## config.mk

```make
export PLATFORM = sky130hd
export DESIGN_NAME = mult_div_iter
export DESIGN_NICKNAME = d
export VERILOG_FILES = /design/src/rtl/mult_div_iter.sv
export SDC_FILE = /design/constraint.sdc
export NUM_CORES = 2
export LEC_CHECK = 0
export ABC_AREA = 1
export BUFFER_PORTS_ARGS = -buffer_cell sky130_fd_sc_hd__buf_2
export CAP_MARGIN = 25
export CELL_PAD_IN_SITES_DETAIL_PLACEMENT = 0
export CELL_PAD_IN_SITES_GLOBAL_PLACEMENT = 1
export CORE_MARGIN = 2
export CORE_UTILIZATION = 25
export CTS_CLUSTER_DIAMETER = 120
export DETAILED_ROUTE_END_ITERATION = 12
export PLACE_DENSITY_LB_ADDON = 0.12
export SKIP_LAST_GASP = 1
export SYNTH_ARGS = -nofsm -noshare
export SYNTH_HDL_FRONTEND = slang
export SYNTH_SLANG_ARGS = --single-unit
```

## constraint.sdc

```tcl
create_clock -name clk_i -period 6.7 [get_ports clk_i]
set_input_delay 2.01 -clock clk_i [delete_from_list [all_inputs] [get_ports clk_i]]
set_output_delay 2.01 -clock clk_i [all_outputs]
set_load 0.005 [all_outputs]
```

## src/rtl/mult_div_iter.sv

```systemverilog
`default_nettype none
// ============================================================================
// Module   : mult_div_iter
// Purpose  : HI/LO multiply, multiply-accumulate and radix-2 restoring divide.
// Revision : 1.0
// ============================================================================
module mult_div_iter #(
  parameter int WIDTH   = 32,
  parameter int MUL_LAT = 5
) (
  input  logic             clk_i,
  input  logic             reset_n_i,
  input  logic             start_i,
  input  logic [2:0]       op_i,
  input  logic [WIDTH-1:0] a_i,
  input  logic [WIDTH-1:0] b_i,
  input  logic [1:0]       we_i,
  input  logic [WIDTH-1:0] wd_i,
  input  logic             restore_i,
  input  logic             cancel_i,
  output logic             busy_o,
  output logic             done_o,
  output logic             div0_o,
  output logic [WIDTH-1:0] hi_o,
  output logic [WIDTH-1:0] lo_o
);

  localparam int CNT_MAX = (MUL_LAT > WIDTH) ? MUL_LAT : WIDTH;
  localparam int CNT_W   = $clog2(CNT_MAX + 1);
  localparam logic [CNT_W-1:0] MUL_LAST = CNT_W'(MUL_LAT);
  localparam logic [CNT_W-1:0] DIV_LAST = CNT_W'(WIDTH - 1);

  typedef enum logic [1:0] {
    S_IDLE = 2'd0,
    S_MUL  = 2'd1,
    S_DIV  = 2'd2,
    S_FIX  = 2'd3
  } state_t;

  state_t               state_q, state_d;
  logic [CNT_W-1:0]     cnt_q, cnt_d;
  logic [WIDTH-1:0]     hi_q, hi_d, lo_q, lo_d;
  logic [WIDTH-1:0]     bk_hi_q, bk_hi_d, bk_lo_q, bk_lo_d;
  logic [2*WIDTH-1:0]   mres_q, mres_d;
  logic [WIDTH-1:0]     rem_q, rem_d, quo_q, quo_d, dvs_q, dvs_d;
  logic                 qneg_q, qneg_d, rneg_q, rneg_d, dz_q, dz_d;

  logic                 we_vld, start_ok, op_is_div, sgn;
  logic [2*WIDTH-1:0]   ext_a, ext_b, prod, base, mres_new;
  logic [WIDTH-1:0]     a_mag, b_mag, rem_s, quo_s;
  logic [WIDTH:0]       shifted, diff;
  logic                 ge;
  logic                 comp_wr;
  logic [WIDTH-1:0]     res_hi, res_lo;

  assign we_vld    = (we_i == 2'b01) || (we_i == 2'b10);
  assign op_is_div = (op_i[2:1] == 2'b01);
  assign sgn       = ~op_i[0];
  assign start_ok  = start_i && (state_q == S_IDLE) && !restore_i && !we_vld;

  // Sign- or zero-extend to 2*WIDTH so one multiplier serves both signednesses.
  assign ext_a = {{WIDTH{sgn & a_i[WIDTH-1]}}, a_i};
  assign ext_b = {{WIDTH{sgn & b_i[WIDTH-1]}}, b_i};
  assign prod  = ext_a * ext_b;
  assign base  = {hi_q, lo_q};

  always_comb begin
    case (op_i[2:1])
      2'b10:   mres_new = base + prod;
      2'b11:   mres_new = base - prod;
      default: mres_new = prod;
    endcase
  end

  assign a_mag = (sgn && a_i[WIDTH-1]) ? -a_i : a_i;
  assign b_mag = (sgn && b_i[WIDTH-1]) ? -b_i : b_i;

  assign shifted = {rem_q, quo_q[WIDTH-1]};
  assign diff    = shifted - {1'b0, dvs_q};
  assign ge      = ~diff[WIDTH];

  // With a zero divisor the remainder path shifts |a| through untouched,
  // so re-applying the dividend sign returns the original a.
  assign rem_s = rneg_q ? -rem_q : rem_q;
  assign quo_s = dz_q ? {WIDTH{1'b1}} : (qneg_q ? -quo_q : quo_q);

  always_comb begin
    state_d = state_q;
    cnt_d   = cnt_q;
    mres_d  = mres_q;
    rem_d   = rem_q;
    quo_d   = quo_q;
    dvs_d   = dvs_q;
    qneg_d  = qneg_q;
    rneg_d  = rneg_q;
    dz_d    = dz_q;
    comp_wr = 1'b0;
    res_hi  = '0;
    res_lo  = '0;
    case (state_q)
      S_IDLE: begin
        if (start_ok) begin
          if (op_is_div) begin
            state_d = S_DIV;
            cnt_d   = '0;
            rem_d   = '0;
            quo_d   = a_mag;
            dvs_d   = b_mag;
            qneg_d  = sgn && (a_i[WIDTH-1] ^ b_i[WIDTH-1]);
            rneg_d  = sgn && a_i[WIDTH-1];
            dz_d    = (b_i == '0);
          end else begin
            state_d = S_MUL;
            cnt_d   = CNT_W'(1);
            mres_d  = mres_new;
          end
        end
      end
      S_MUL: begin
        if (cnt_q == MUL_LAST) begin
          comp_wr = 1'b1;
          res_hi  = mres_q[2*WIDTH-1:WIDTH];
          res_lo  = mres_q[WIDTH-1:0];
          state_d = S_IDLE;
        end else begin
          cnt_d = cnt_q + CNT_W'(1);
        end
      end
      S_DIV: begin
        rem_d = ge ? diff[WIDTH-1:0] : shifted[WIDTH-1:0];
        quo_d = {quo_q[WIDTH-2:0], ge};
        cnt_d = cnt_q + CNT_W'(1);
        if (cnt_q == DIV_LAST) begin
          state_d = S_FIX;
        end
      end
      S_FIX: begin
        comp_wr = 1'b1;
        res_hi  = rem_s;
        res_lo  = quo_s;
        state_d = S_IDLE;
      end
      default: state_d = S_IDLE;
    endcase
    if (cancel_i && (state_q != S_IDLE)) begin
      state_d = S_IDLE;
      comp_wr = 1'b0;
    end
  end

  // Restore outranks every write; an mthi/mtlo wins only its own half.
  always_comb begin
    hi_d    = hi_q;
    lo_d    = lo_q;
    bk_hi_d = bk_hi_q;
    bk_lo_d = bk_lo_q;
    if (restore_i) begin
      hi_d = bk_hi_q;
      lo_d = bk_lo_q;
    end else if (we_vld || comp_wr) begin
      bk_hi_d = hi_q;
      bk_lo_d = lo_q;
      if (we_i == 2'b01)  hi_d = wd_i;
      else if (comp_wr)   hi_d = res_hi;
      if (we_i == 2'b10)  lo_d = wd_i;
      else if (comp_wr)   lo_d = res_lo;
    end
  end

  always_ff @(posedge clk_i or negedge reset_n_i) begin
    if (!reset_n_i) begin
      state_q <= S_IDLE;
      cnt_q   <= '0;
      hi_q    <= '0;
      lo_q    <= '0;
      bk_hi_q <= '0;
      bk_lo_q <= '0;
      mres_q  <= '0;
      rem_q   <= '0;
      quo_q   <= '0;
      dvs_q   <= '0;
      qneg_q  <= 1'b0;
      rneg_q  <= 1'b0;
      dz_q    <= 1'b0;
    end else begin
      state_q <= state_d;
      cnt_q   <= cnt_d;
      hi_q    <= hi_d;
      lo_q    <= lo_d;
      bk_hi_q <= bk_hi_d;
      bk_lo_q <= bk_lo_d;
      mres_q  <= mres_d;
      rem_q   <= rem_d;
      quo_q   <= quo_d;
      dvs_q   <= dvs_d;
      qneg_q  <= qneg_d;
      rneg_q  <= rneg_d;
      dz_q    <= dz_d;
    end
  end

  assign busy_o = (state_q != S_IDLE);
  assign done_o = comp_wr;
  assign div0_o = comp_wr && (state_q == S_FIX) && dz_q;
  assign hi_o   = hi_q;
  assign lo_o   = lo_q;

endmodule
`default_nettype wire

```

======== Word level (Yosys, flattened, before mapping) ========
Index checks and enable logic that the tools add are counted.
storage, ports and cells
  flip-flop bits (word level) ............. 299
  input bits .............................. 106
  output and inout bits ................... 67
  word-level logic and storage cells ...... 112
operators by class
  $add $sub $neg .......................... 8
  multipliers ............................. 1
  equal/unequal tests ..................... 16
  mux-type cells .......................... 38
  bitwise operators ....................... 7
  reduce and logical (&&, ||, !) cells .... 29
operator list
  kind                                            number
  two-way mux 32 bit                              20
  one-hot mux 32 bit (2 select lines)             4
  negation 32 bit                                 4
  one-hot mux 64 bit (2 select lines)             1
  adder 64 bit                                    1
  multiplier 33 x 33 -> 64 bit                    1
  subtractor 64 bit                               1
  subtractor 33 x 32 -> 33 bit                    1
  zero test 32 bit                                1
  one-hot mux 6 bit (3 select lines)              1
  AND reduction 3 bit                             5
  two-way mux 6 bit                               2
  == test 2 bit (second input constant)           5
  two-way mux 2 bit                               5
  logical AND 1 bit                               9
  nonzero test 3 bit                              3
  one-hot mux 2 bit (4 select lines)              1
  adder 6 x 1 -> 6 bit (second input constant)    1
  == test 2 x 1 -> 1 bit (second input constant)  3
  == test 6 x 3 -> 1 bit (second input constant)  1
  == test 6 x 5 -> 1 bit (second input constant)  1
  != test 2 bit (second input constant)           3
  != test 3 bit (second input constant)           2
  AND reduction 2 bit                             3
  other kinds (10)                                20

======== Longest topological paths before layout ========
  depth in word-level cells ............... 8
  depth in mapped cells ................... 58
  depth with buffers taken out ............ 56

======== Least setup slack after synthesis ========
No wires, ideal clock.
  kind .................................... input -> register
  start point ............................. in op_i[0]
  end point ............................... reg mres_q[56]
  setup time .............................. 0.130 ns
  data arrival time ....................... 10.840 ns
  required time ........................... 6.570 ns
  setup slack ............................. -4.270 ns
  stages on the path ...................... 42
  path buffers ............................ 2
  path through ............................ buf_2 -> clkbuf_1 -> nor2_1 -> fa_1 -> fa_1 -> fa_1 -> fa_1 -> inv_1 -> fa_1 -> fa_1 -> fa_1 -> fa_1 -> inv_1 -> ha_1 -> nand2_1 -> nor2_1 -> nand2_1 -> nor3_1 -> (+6 left out) -> nand2_1 -> nor4_1 -> nand4_1 -> xor2_1 -> nand2_1 -> nand2_1 -> ha_1 -> a21oi_1 -> inv_1 -> a21oi_1 -> inv_1 -> a221oi_1 -> o211ai_1 -> or2_2 -> nand3_1 -> o21ai_0 -> nand2_1 -> o21ai_0
between the ends
  word-level cells in the longest chain between the ends .. 5
  elaborated cells on any way between the ends .. 7
  those cells by class .................... add/sub: 2; mul: 1; mux: 1; bitwise: 3
ends and longest elaborated chain
  item                                               RTL line  source
  start: declaration                                 14        input logic [2:0] op_i,
  NOT 1 bit (*)                                      58        assign sgn = ~op_i[0];
  bitwise AND 1 bit (on tied branches)               62, 63
  multiplier 33 x 33 -> 64 bit (*)                   64        assign prod = ext_a * ext_b;
  subtractor 64 bit or adder 64 bit (tied branches)  70, 69
  one-hot mux 64 bit (2 select lines) (*)            68        case (op_i[2:1])
  end signal: assignment                             192       mres_q <= mres_d;
  end: declaration                                   44        logic [2*WIDTH-1:0] mres_q, mres_d;
Every way passes the cells marked *; elsewhere a longest branch is shown, timed or not.
A chain may end at the register's enable or synchronous reset.

======== Worst setup path after layout ========
  start point ............................. in b_i[0]
  end point ............................... reg mres_q[61]
between the ends
  word-level cells in the longest chain between the ends .. 3
  elaborated cells on any way between the ends .. 4
  those cells by class .................... add/sub: 2; mul: 1; mux: 1
ends and longest elaborated chain
  item                                               RTL line  source
  start: declaration                                 16        input logic [WIDTH-1:0] b_i,
  multiplier 33 x 33 -> 64 bit (*)                   64
  subtractor 64 bit or adder 64 bit (tied branches)  70, 69
  one-hot mux 64 bit (2 select lines) (*)            68
Marks and branches as above.

==> results.md <==
- The run finished, with violations left.
- The final reports fail on negative setup slack.
- The top-level port count is 173.
- The routability congestion estimate is 0.9040.
- The mean routed wirelength per cell is 22.72 µm.
- The critical path is of the primary input to flop type.
- The via count of the first global-routing pass is 65409.
- For met3 alone, demand over resource in global routing was 0.02182.
- The number of antenna violations at the first check in global routing is 24.
- The largest net degree at the start of global routing is 110.
- Once detail routing completed, the nets flagged for antenna violations numbered 0.
- The number of placed instances, taps included is 13509.
- The cell taking the most area after synthesis is fa_1.
- For flop-to-flop paths, the worst setup slack is 2.33 ns.
- The area share of the leading cell type in the synthesized netlist is 0.3448.
- The maximum fanout count along the critical path is 6.
- The total number of H-tree levels is 2.
- In the post-synthesis netlist, the biggest area contributors are fa_1, nand2_1, inv_1.
- Headroom to the max-slew limit came out at 0.2887.
- The die covers 265800 µm².
- The number of buffers inserted during clock tree synthesis is 44.
- STA puts the critical path data required time at 7.21 ns.
- Across all setup checks in the final design, the least slack found is -4.106 ns.
- The slowest stage of the critical path is the fa_1 cell.
- The arrival time of data at the critical path endpoint is 11.32 ns.
- Compared with the post-synthesis result, the final layout area differs by 39.87%.
- The deepest clock path buffer count is 3.
- The layer flagged by global routing as most heavily used is met2.
- In this run, the number of DRC markers left after iteration 0 of detailed routing was 3976.
- The nature of the critical path endpoint is a flop.
- The starting density of the core is 0.2517.
- The met2 track demand over resource is 0.3965.
- Of the available clock period, the critical path in the final layout requires 1.613.
- The CTS root buffer is clkbuf_16.
- Measured along the x axis, the die boundary spans 515.6 µm.
- STA classifies the critical path startpoint as a primary input.
- The clock reaches the later pin of the worst-skew pair after 0.64 ns.
- In this run the tool buffered the top-level ports with 172 buffer cells.
- The hold slack is 0.4761 ns.
- For this block, the routed nets add up to 314500 µm of wire.
- The async set or reset register ratio after synthesis is 1.000.
- The floorplan step set the die height to 515.6 µm.
- The number of endpoints failing setup at the final stage is 58.
- The net count after synthesis is 10533.
- The most frequently used cell type in the post-synthesis netlist is nand2_1.
- By instance count, the cell type seen most on the critical path is fa_1.
- By count the netlist is led by nand2_1, inv_1, fa_1, o21ai_0, nor2_1.
- The length of the first detailed-routing pass in iterations is 6.
- Setup repair after global routing could not meet its margin everywhere.
- Each instance of the synthesized netlist takes up on average 7.287 µm².
- In the synthesized netlist the dominant register cell turns out to be dfrtp_1.
- The maximum clock frequency is 92.54 MHz.
- Clock-pin slew was measured on the worst setup and hold paths at 0.06 ns.
- The placeable core region is 259900 µm².
- Summing over every cut layer, the via total after detailed routing is 62001.
- Of the cells placed in the final design, the portion with a size suffix greater than 1 is 0.2977.
- The count of nets after finishing is 11857.
- The count of flip-flops with a built-in enable after synthesis is 0.
- The CTS tree is done.
- The max-cap violation count is 0.
- The sequential area share after synthesis is 0.1144.
- The post-route clock skew is 0.07688 ns.
- The number of fill cells is 27692.
- The post-layout instance count excluding filler cells is 13844.
- After detailed routing, the number of remaining DRC violations is 0.
- In this run the core area contains 187 standard-cell rows.
- Synthesis inferred 299 register bits.
- The number of warning messages in the yosys log is 0.
- In this run, post-CTS hold repair placed 0 buffers.
- Summed over all layers, the global routing overflow is 0.
- The classification of the worst-slack hold path is flop to flop.
- The worst path in the final design needs a cycle of 10.81 ns, including I/O delays and setup.
- The final count of pins violating max slew was 0.
- The vias per cell is 4.479.
- The number of hold violations in the final report is 0.
- The overall fraction of global-route tracks in use is 0.2365.
- The gate count after technology mapping is 8978.
- Detailed placement finished with a half-perimeter wire length of 271000 µm.
- The largest stage delay on the critical path is 0.55 ns.
- The first global-routing pass estimated 457600 µm of wire.
- After synthesis the cells add up to 65430 µm².
- Yosys mapped the design onto 67 distinct sky130hd cell types.
- The met1 layer usage reported by global route is 0.3311.
- Clock tree synthesis found a total of 299 sinks.
- The actual slew at the worst max-slew pin is 1.064 ns.
## kinds of logic after synthesis
group	share of synthesized area
AOI/OAI and AO/OA	0.09757
xor gates and xnor gates	0.02972
adders and majority gates	0.4064
buffers and inverters	0.1524
DFF	0.1144
muxes	0.0005163
and+or+nand+nor	0.1990
## critical path: cells and delay by family
kind,cells,cell delay [ns]
adders and majority gates,10,4.80
xor gates and xnor gates,2,0.40
and+or+nand+nor,19,1.91
AOI/OAI and AO/OA,3,0.35
buffers and inverters,19,1.82
## state kept, by name (all words and copies together), names as in the netlist
name,flops
mres_q,64
bk_hi_q,32
bk_lo_q,32
dvs_q,32
hi_o,32
lo_o,32
quo_q,32
rem_q,32
cnt_q,6
state_q,2
dz_q,1
qneg_q,1
rneg_q,1
## per-layer routing
| metal | vias to the layer above | wire (µm) |
|---|---|---|
| li1 | 29302 | - |
| met4 | 2 | 7085 |
| met5 | - | 11 |
| met1 | 31246 | 146100 |
| met3 | 215 | 13340 |
| met2 | 1236 | 148000 |
## cell usage in the layout (no fill, tap or decap), types with 92 or more instances in the layout
master | synthesis | routed
a21oi_1 | 383 | 280
buf_12 | 0 | 152
buf_2 | 11 | 137
buf_4 | 1 | 1225
buf_6 | 1 | 136
dfrtp_1 | 299 | 299
fa_1 | 1127 | 1060
ha_1 | 322 | 211
ha_4 | 0 | 108
inv_1 | 2216 | 2016
inv_2 | 21 | 207
nand2_1 | 2319 | 1994
nand2_2 | 26 | 239
nand2_4 | 2 | 106
nand3_1 | 170 | 129
nor2_1 | 444 | 274
nor2_4 | 5 | 129
o211ai_1 | 92 | 92
o21ai_0 | 508 | 409
xor2_1 | 142 | 109
## final cells by class
class	instances	area [µm²]	share of cell area
Clock inverter	20	355.3	0.003883
Timing Repair Buffer	1686	15090	0.1649
Antenna cell	12	30.03	0.0003281
Multi-Input combinational cell	6029	54480	0.5954
Sequential cell	299	7482	0.08176
Tap cell	3496	4374	0.04780
Clock buffer	60	1241	0.01356
Inverter	2242	8457	0.09241
## per-stage QoR
stage	TNS [ns]	cell area [µm²]	setup WS [ns]	util
6_report	-195.55	91510	-4.106	0.3520
5_1_grt	-212.46	91490	-4.466	0.3520
4_1_cts	-203.79	86830	-4.294	0.3340
3_5_place_dp	-275.29	82000	-5.982	0.3154
3_3_place_gp	-277.91	82000	-6.190	0.3154
2_1_floorplan	-156.35	68490	-3.780	-
## repair_timing
item,CTS,global route
cloned,3,3
endpoints found under the setup margin,58,58
endpoints found under the hold margin,0,0
resized for setup,609,896
setup buffers,103,146
pin swaps,234,503
## worst paths after layout
kind                                               from                      end  cells after the start
worst min-delay path            bk_hi_q[12]$_DFFE_PN0P_  bk_hi_q[12]$_DFFE_PN0P_                      2
max in group asynchronous                     reset_n_i    mres_q[4]$_DFFE_PN0P_                      2
worst min register to register  bk_hi_q[12]$_DFFE_PN0P_  bk_hi_q[12]$_DFFE_PN0P_                      2
worst max register to register    quo_q[31]$_DFFE_PN0P_    rem_q[31]$_DFFE_PN0P_                     24
min in group asynchronous                     reset_n_i     cnt_q[3]$_DFFE_PN0P_                      1
worst max-delay path                             b_i[0]   mres_q[61]$_DFFE_PN0P_                     53
Power is not shown: default switching activity piles up to over one toggle a cycle in this logic, so the estimate is an artifact.
